[config.mk]
export PLATFORM = sky130hd
export DESIGN_NAME = dma_stream_arbiter
export DESIGN_NICKNAME = d
export VERILOG_FILES = /design/src/rtl/dma_stream_arbiter.sv
export SDC_FILE = /design/constraint.sdc
export NUM_CORES = 1
export LEC_CHECK = 0
export BUFFER_PORTS_ARGS = -buffer_cell sky130_fd_sc_hd__buf_4
export CAP_MARGIN = 20
export CORE_MARGIN = 8
export CORE_UTILIZATION = 35
export CTS_BUF_LIST = sky130_fd_sc_hd__clkbuf_2
export DETAILED_ROUTE_END_ITERATION = 6
export GPL_TIMING_DRIVEN = 1
export SKIP_LAST_GASP = 1
export SLEW_MARGIN = 20
export SYNTH_ARGS = -nofsm -noshare
export SYNTH_HDL_FRONTEND = slang
export SYNTH_SLANG_ARGS = --single-unit
[constraint.sdc]
create_clock -name clk -period 4.8 [get_ports clk]
set_clock_uncertainty 0.15 [all_clocks]
set_input_delay 0.96 -clock clk [delete_from_list [all_inputs] [get_ports clk]]
set_output_delay 0.96 -clock clk [all_outputs]
set_load 0.1 [all_outputs]
[src/rtl/dma_stream_arbiter.sv]
// dma_stream_arbiter: round-robin packet arbiter sharing one DMA stream among NUM_IN length-prefixed sources
//   clk       system clock
//   reset     asynchronous active-low reset
//   in_data   packed input words, input i at [i*DATA_WIDTH +: DATA_WIDTH]
//   in_valid  per-input valid
//   in_ready  per-input ready, only the granted input can see out_ready
//   out_data  word to the DMA
//   out_valid output valid
//   out_ready DMA ready
//   out_last  final beat of the current packet
//   out_keep  byte enables, all-ones while out_valid
//   grant     one-hot channel owner, zero when idle
//   busy      high while a packet is in progress
//   pkt_count completed packets, wraps
module dma_stream_arbiter #(
    parameter int NUM_IN     = 4,
    parameter int DATA_WIDTH = 32
) (
    input  logic                         clk,
    input  logic                         reset,
    input  logic [NUM_IN*DATA_WIDTH-1:0] in_data,
    input  logic [NUM_IN-1:0]            in_valid,
    output logic [NUM_IN-1:0]            in_ready,
    output logic [DATA_WIDTH-1:0]        out_data,
    output logic                         out_valid,
    input  logic                         out_ready,
    output logic                         out_last,
    output logic [DATA_WIDTH/8-1:0]      out_keep,
    output logic [NUM_IN-1:0]            grant,
    output logic                         busy,
    output logic [31:0]                  pkt_count
);
    localparam int PW = $clog2(NUM_IN);
    typedef enum logic [1:0] {IDLE, HEADER, PAYLOAD} state_t;
    state_t                state, state_n;
    logic [NUM_IN-1:0]     grant_n;
    logic [PW-1:0]         rr_ptr, rr_n, win, cand;
    logic [DATA_WIDTH-1:0] remaining, remaining_n;
    logic [31:0]           pkt_n;
    logic                  found, fire, done;
    always_ff @(posedge clk or negedge reset) begin
        if (!reset) begin
            state     <= IDLE;
            grant     <= '0;
            rr_ptr    <= PW'(NUM_IN - 1);
            remaining <= '0;
            pkt_count <= '0;
        end else begin
            state     <= state_n;
            grant     <= grant_n;
            rr_ptr    <= rr_n;
            remaining <= remaining_n;
            pkt_count <= pkt_n;
        end
    end
    // Grant is one-hot, so OR-ing the gated words is a plain mux.
    always_comb begin
        out_data = '0;
        for (int i = 0; i < NUM_IN; i++)
            if (grant[i]) out_data = out_data | in_data[i*DATA_WIDTH +: DATA_WIDTH];
    end
    assign out_valid = |(in_valid & grant);
    assign in_ready  = out_ready ? grant : '0;
    assign out_keep  = out_valid ? '1 : '0;
    assign busy      = state != IDLE;
    assign fire      = out_valid && out_ready;
    assign out_last  = state == HEADER  ? out_data <= DATA_WIDTH'(1) :
                       state == PAYLOAD ? remaining == DATA_WIDTH'(1) : 1'b0;
    assign done      = fire && out_last;
    // Scan starts just after the last winner, so the last served input ranks lowest.
    always_comb begin
        found = 1'b0;
        win   = rr_ptr;
        cand  = rr_ptr;
        for (int k = 1; k <= NUM_IN; k++) begin
            cand = PW'((int'(rr_ptr) + k) % NUM_IN);
            if (!found && in_valid[cand]) begin
                found = 1'b1;
                win   = cand;
            end
        end
    end
    always_comb begin
        state_n     = state;
        grant_n     = grant;
        rr_n        = rr_ptr;
        remaining_n = remaining;
        pkt_n       = pkt_count;
        case (state)
            IDLE: if (found) begin
                grant_n      = '0;
                grant_n[win] = 1'b1;
                rr_n         = win;
                state_n      = HEADER;
            end
            HEADER: if (fire && !done) begin
                remaining_n = out_data - DATA_WIDTH'(1);
                state_n     = PAYLOAD;
            end
            PAYLOAD: if (fire) remaining_n = remaining - DATA_WIDTH'(1);
            default: state_n = IDLE;
        endcase
        if (done) begin
            state_n = IDLE;
            grant_n = '0;
            pkt_n   = pkt_count + 32'd1;
        end
    end
endmodule

After elaboration in Yosys (flattened, before gate mapping)
Index checks and enable logic that the tools add are counted.
Widths: inputs -> output; s select.
{"block": "word_totals", "register_bits": 72, "input_bits": 135, "output_inout_bits": 79}
{"block": "classes", "n_addsub": 7, "n_lt_le_gt_ge": 7, "eq_ne": 8, "muxes": 36, "bitwise": 4, "n_reduce_logical": 21}
{"operator": "$mux 32", "count": 6}
{"operator": "$or 32x32->32", "count": 3}
{"operator": "$pmux 32 s2", "count": 1}
{"operator": "$sub 32x1->32 const B", "count": 2}
{"operator": "$add 32x1->32 const B", "count": 1}
{"operator": "$eq 32x1->1 const B", "count": 1}
{"operator": "$le 32x1->1 const B", "count": 1}
{"operator": "$mux 4", "count": 5}
{"operator": "$lt 2x3->1 const B", "count": 5}
{"operator": "$mux 2", "count": 7}
{"operator": "$mux 1", "count": 11}
{"operator": "$bmux 1 s2", "count": 4}
{"operator": "$reduce_bool 2->1", "count": 4}
{"operator": "$logic_and 1x1->1", "count": 7}
{"operator": "$pmux 2 s3", "count": 1}
{"operator": "$reduce_and 3->1", "count": 2}
{"operator": "$add 2x1->2 const B", "count": 2}
{"operator": "$add 2x2->2 const B", "count": 2}
{"operator": "$and 4x4->4", "count": 1}
{"operator": "$logic_not 1->1", "count": 4}
{"operator": "$ne 2x2->1 const B", "count": 2}
{"operator": "$reduce_and 2->1", "count": 2}
{"operator": "$reduce_or 4->1", "count": 1}
{"operator": "$ne 3x2->1 const B", "count": 1}
{"operator": "7 further kinds", "count": 7}

Logic depth before layout (Yosys ltp)
{"block": "logic_depth", "ltp_word": 20, "ltp_mapped": 15}

Least setup slack after synthesis
No wires, ideal clock.
{"block": "synth_path", "kind": "flip-flop to output port", "start": "register grant[1]", "end": "output port out_last", "arrival_time_ns": 3.741, "t_required_ns": 3.690, "path_slack_ns": -0.051, "stages_incl_launch_ff": 13, "cell_sequence": "dfrtp_1 -> buf_2 -> buf_2 -> buf_2 -> a22oi_1 -> nand2_1 -> inv_1 -> ha_1 -> o21ai_0 -> nor2_1 -> nand3_1 -> nor4_4 -> or2_2"}
{"block": "synth_between", "elab_chain_cells": 7}
{"item": "start: declaration", "line": "29", "text": "output logic [NUM_IN-1:0] grant,"}
{"item": "start signal: assignment", "line": "50", "text": "grant <= grant_n;"}
{"item": "$mux 32 (*)", "line": "60", "text": "if (grant[i]) out_data = out_data | in_data[i*DATA_WIDTH +: DATA_WIDTH];"}
{"item": "$or 32x32->32", "line": "60"}
{"item": "$mux 32 (*)", "line": "60"}
{"item": "$or 32x32->32", "line": "60"}
{"item": "$mux 32 (*)", "line": "60"}
{"item": "net out_data[1]", "line": "24", "text": "output logic [DATA_WIDTH-1:0] out_data,"}
{"item": "$le 32x1->1 (*)", "line": "67", "text": "assign out_last = state == HEADER ? out_data <= DATA_WIDTH'(1) :"}
{"item": "$mux 1 (*)", "line": "67"}
{"item": "end: declaration", "line": "27", "text": "output logic out_last,"}
Mark *: on every way through the listed nets, which the timed path passes. The rest lies on a longest branch.

Worst setup path after layout
{"block": "layout_path", "start": "register grant[2]", "end": "output port out_last"}
{"block": "layout_between", "elab_chain_cells": 5}
{"item": "$mux 32 (*)", "line": "60"}
{"item": "$or 32x32->32", "line": "60"}
{"item": "$mux 32 (*)", "line": "60"}
{"item": "$le 32x1->1 (*)", "line": "67"}
{"item": "$mux 1 (*)", "line": "67"}
Mark *: on every way between the ends. The rest lies on a longest branch, timed or not.

==> flow_summary_export.csv <==
group,metric,value,unit
logic_synthesis,yosysSeqAreaShare,0.3346,
critical_path,critPathRequiredTime,3.69,ns
power_and_ir_drop,ir_drop,0.4818,mV
clocking,root_buffer,"clkbuf_2",
critical_path,timing.rr.start,"grant[2]$_DFFE_PN0P_",
critical_path,critPathCaptureType,"output pin",
logic_synthesis,synth_top_area_frac,0.3249,
floorplanning,row_count,45,
worst_hold_path,worstHoldPathType,"flop to flop",
global_route,grt-ovfl-total,0,
clocking,cts-htree-levels,3,
global_route,met1_usage,0.2675,
sta,tightest_slew,0.9534,ns
routing,drt_first_pass_iters,5,
placed_design,gp_congestion,0.8904,
placed_design,hpwlAfterDp,16.25,mm
power_and_ir_drop,p_leak,3.349,nW
clocking,tritoncts,"yes",
floorplanning,initial_core_util,0.3560,
logic_synthesis,synthCells,653,
logic_synthesis,synth_nets,793,
critical_path,critical_path.max_fanout,16,
logic_synthesis,synth_area_leaders,"dfrtp_1 (32%), a22oi_1 (8.9%), xor2_1 (6.7%), nand2_1 (5.2%), nor3_1 (3.4%)",
global_route,first_global_vias,5931,
sta,rsz0062_at_grt,"false",
logic_synthesis,yosysWarnings,0,
routing,drt_wl_total,20.86,mm
clocking,cts_resized,0,
sta,fin_crit_sh,0.9370,
logic_synthesis,synth_ff_type,"dfrtp_1",
clocking,postCtsSetupRepairBufs,0,
global_route,antenna_found_initial,1,
clocking,holdBufCountCts,0,
routing,viasPerCell,5.676,
logic_synthesis,syn_area_per_cell,8.256,µm²
layout,fin_nets,985,
clocking,cts_made_buffers,9,
logic_synthesis,ys_seq_elements,72,
sta,setup_viol,0,
routing,drt_iter0_markers,489,
logic_synthesis,synth_top_cell_by_area,"dfrtp_1",
clocking,clock-sinks,72,
sta,period_needed,4.498,ns
routing,vias,5897,
flow_run,cap_violations,0,
clocking,clk_pin_slew_worst_paths,0.24,ns
global_route,gr-usage-met3,0.04621,
clocking,worstSkewPairLatency,0.56,ns
layout,area_growth,34.28,%
sta,maxSlewHeadroom,0.3644,
floorplanning,die_x,140.1,µm
sta,layout_setup_ws,0.3024,ns
power_and_ir_drop,total_power,4.749,mW
global_route,grt_busiest_layer,"met2",
worst_hold_path,hp-start,"pkt_count[31]$_DFFE_PN0N_",
layout,regArea,0.001808,mm²
critical_path,critPathLaunch,"grant[2]$_DFFE_PN0P_",
sta,finalHoldViolCount,0,
placed_design,pre_cts_slack,0.5843,ns
floorplanning,core_area,0.01515,mm²
clocking,clock_path_buffers,2,
logic_synthesis,netlist_top_cells_count,"nand2_1 (75), dfrtp_1 (70), a22oi_1 (64), nor2_1 (41), xor2_1 (41)",
logic_synthesis,ys_async_sr_fraction,1.000,
logic_synthesis,synth-edff-count,0,
logic_synthesis,ys_types,57,
floorplanning,io_pins,214,
sta,slew_violations,0,
outcome,outcome,"complete, no violations",
routing,drc,0,
logic_synthesis,syn-cell-area,0.005391,mm²
global_route,grtUsageTotal,0.2089,
global_route,grt_max_degree,73,
global_route,use_met2,0.3454,
logic_synthesis,synth_most_common_cell,"nand2_1",
layout,multiInputGateArea,0.003336,mm²
routing,wl_per_cell,20.08,µm
layout,fillers,1446,
critical_path,crit_type,"flop to output pin",
critical_path,critPathLaunchType,"flop",
sta,setup_tns,0,ns
placed_design,port_buffers,213,
power_and_ir_drop,power_density,656.0,mW/mm²
floorplanning,fp.dieH,140.1,µm
layout,drive_above_1_share,0.3188,
floorplanning,die_area,0.01963,mm²
global_route,grt_first_pass_wirelength,32.91,mm
critical_path,arrival,3.39,ns
routing,drtAntennaViolNets,0,
sta,fmax,222.3,MHz
[per-stage QoR]
stage / util / hold WS, ns / std cells / cell area, µm²
after floorplan: - / 0.3068 / 653 / 5396
after global routing: 0.4780 / 0.3570 / 1039 / 7239
after detailed placement: 0.4701 / 0.3088 / 1021 / 7121
final: 0.4780 / 0.3435 / 1039 / 7239
after CTS: 0.4762 / 0.3400 / 1037 / 7213
after global placement: 0.4701 / 0.3138 / 1021 / 7121
[layout make-up]
cell class,instances,area share
clock inverter,7,0.006568
antenna,1,0.0003457
sequential,72,0.2497
timing repair buffer,226,0.2361
multi-input combinational,521,0.4608
inverter,15,0.007777
tap,188,0.03249
clock buffer,9,0.006222
[cells in the final DEF (no fill, tap or decap), types with 13 or more instances in the layout]
| master | Yosys | routed |
|---|---|---|
| nand3_1 | 28 | 28 |
| nor2_1 | 41 | 41 |
| a22oi_1 | 64 | 64 |
| buf_4 | 6 | 225 |
| xor2_1 | 41 | 41 |
| nand4_1 | 13 | 13 |
| dfrtp_1 | 70 | 67 |
| nor3_1 | 37 | 37 |
| xnor2_1 | 20 | 20 |
| a21oi_1 | 32 | 32 |
| o21ai_0 | 35 | 35 |
| nand2_1 | 75 | 73 |
| nor4_1 | 20 | 20 |
| inv_1 | 15 | 15 |
[sequential cells by signal, indices dropped and copies added, names as in the netlist]
name	flops
remaining	32
pkt_count	32
rr_ptr	2
grant	4
state	2
[routing by layer]
layer,part of all wire,routed length (µm)
met2,0.48,10070
met3,0.059,1223
met5,0,0
met1,0.44,9248
met4,0.015,318
[where the power goes]
group	switching [mW]	internal [mW]
sequential	0.258	0.768
clock	0.250	0.0676
combinational	2.53	0.876
total	3.04	1.71
[final timing paths]
check                                                 end  depth (start not counted)  slack, ns
worst max register to register  remaining[10]$_DFFE_PN0P_                         10       1.26
max in group asynchronous       remaining[12]$_DFFE_PN0P_                          1       3.52
worst min register to register  pkt_count[31]$_DFFE_PN0N_                          1       0.34
worst max-delay path                             out_last                          9       0.30
worst min-delay path            pkt_count[31]$_DFFE_PN0N_                          1       0.34
min in group asynchronous            grant[2]$_DFFE_PN0P_                          1       0.35
[worst max-delay path, stage by stage, from the launching register on]
cell	delay (ns)
dfrtp_1	0.64
buf_4	0.30
a22oi_1	0.24
nand2_1	0.17
nor4_2	0.46
nand3_1	0.19
nor4_4	0.17
buf_4	0.19
or2_2	0.15
buf_4	0.29
[logic make-up (layout without fill, tap and decap cells)]
family | after synthesis | after routing | share of synthesized area
adders and majority gates | 5 | 5 | 0.01160
muxes | 2 | 2 | 0.003945
buffers and inverters | 60 | 257 | 0.05129
other | 0 | 1 | 0
and+or+nand+nor | 270 | 270 | 0.2680
xor gates and xnor gates | 61 | 61 | 0.09909
DFF | 72 | 72 | 0.3346
AOI/OAI and AO/OA | 183 | 183 | 0.2314
(Power assumes the default switching activity.)
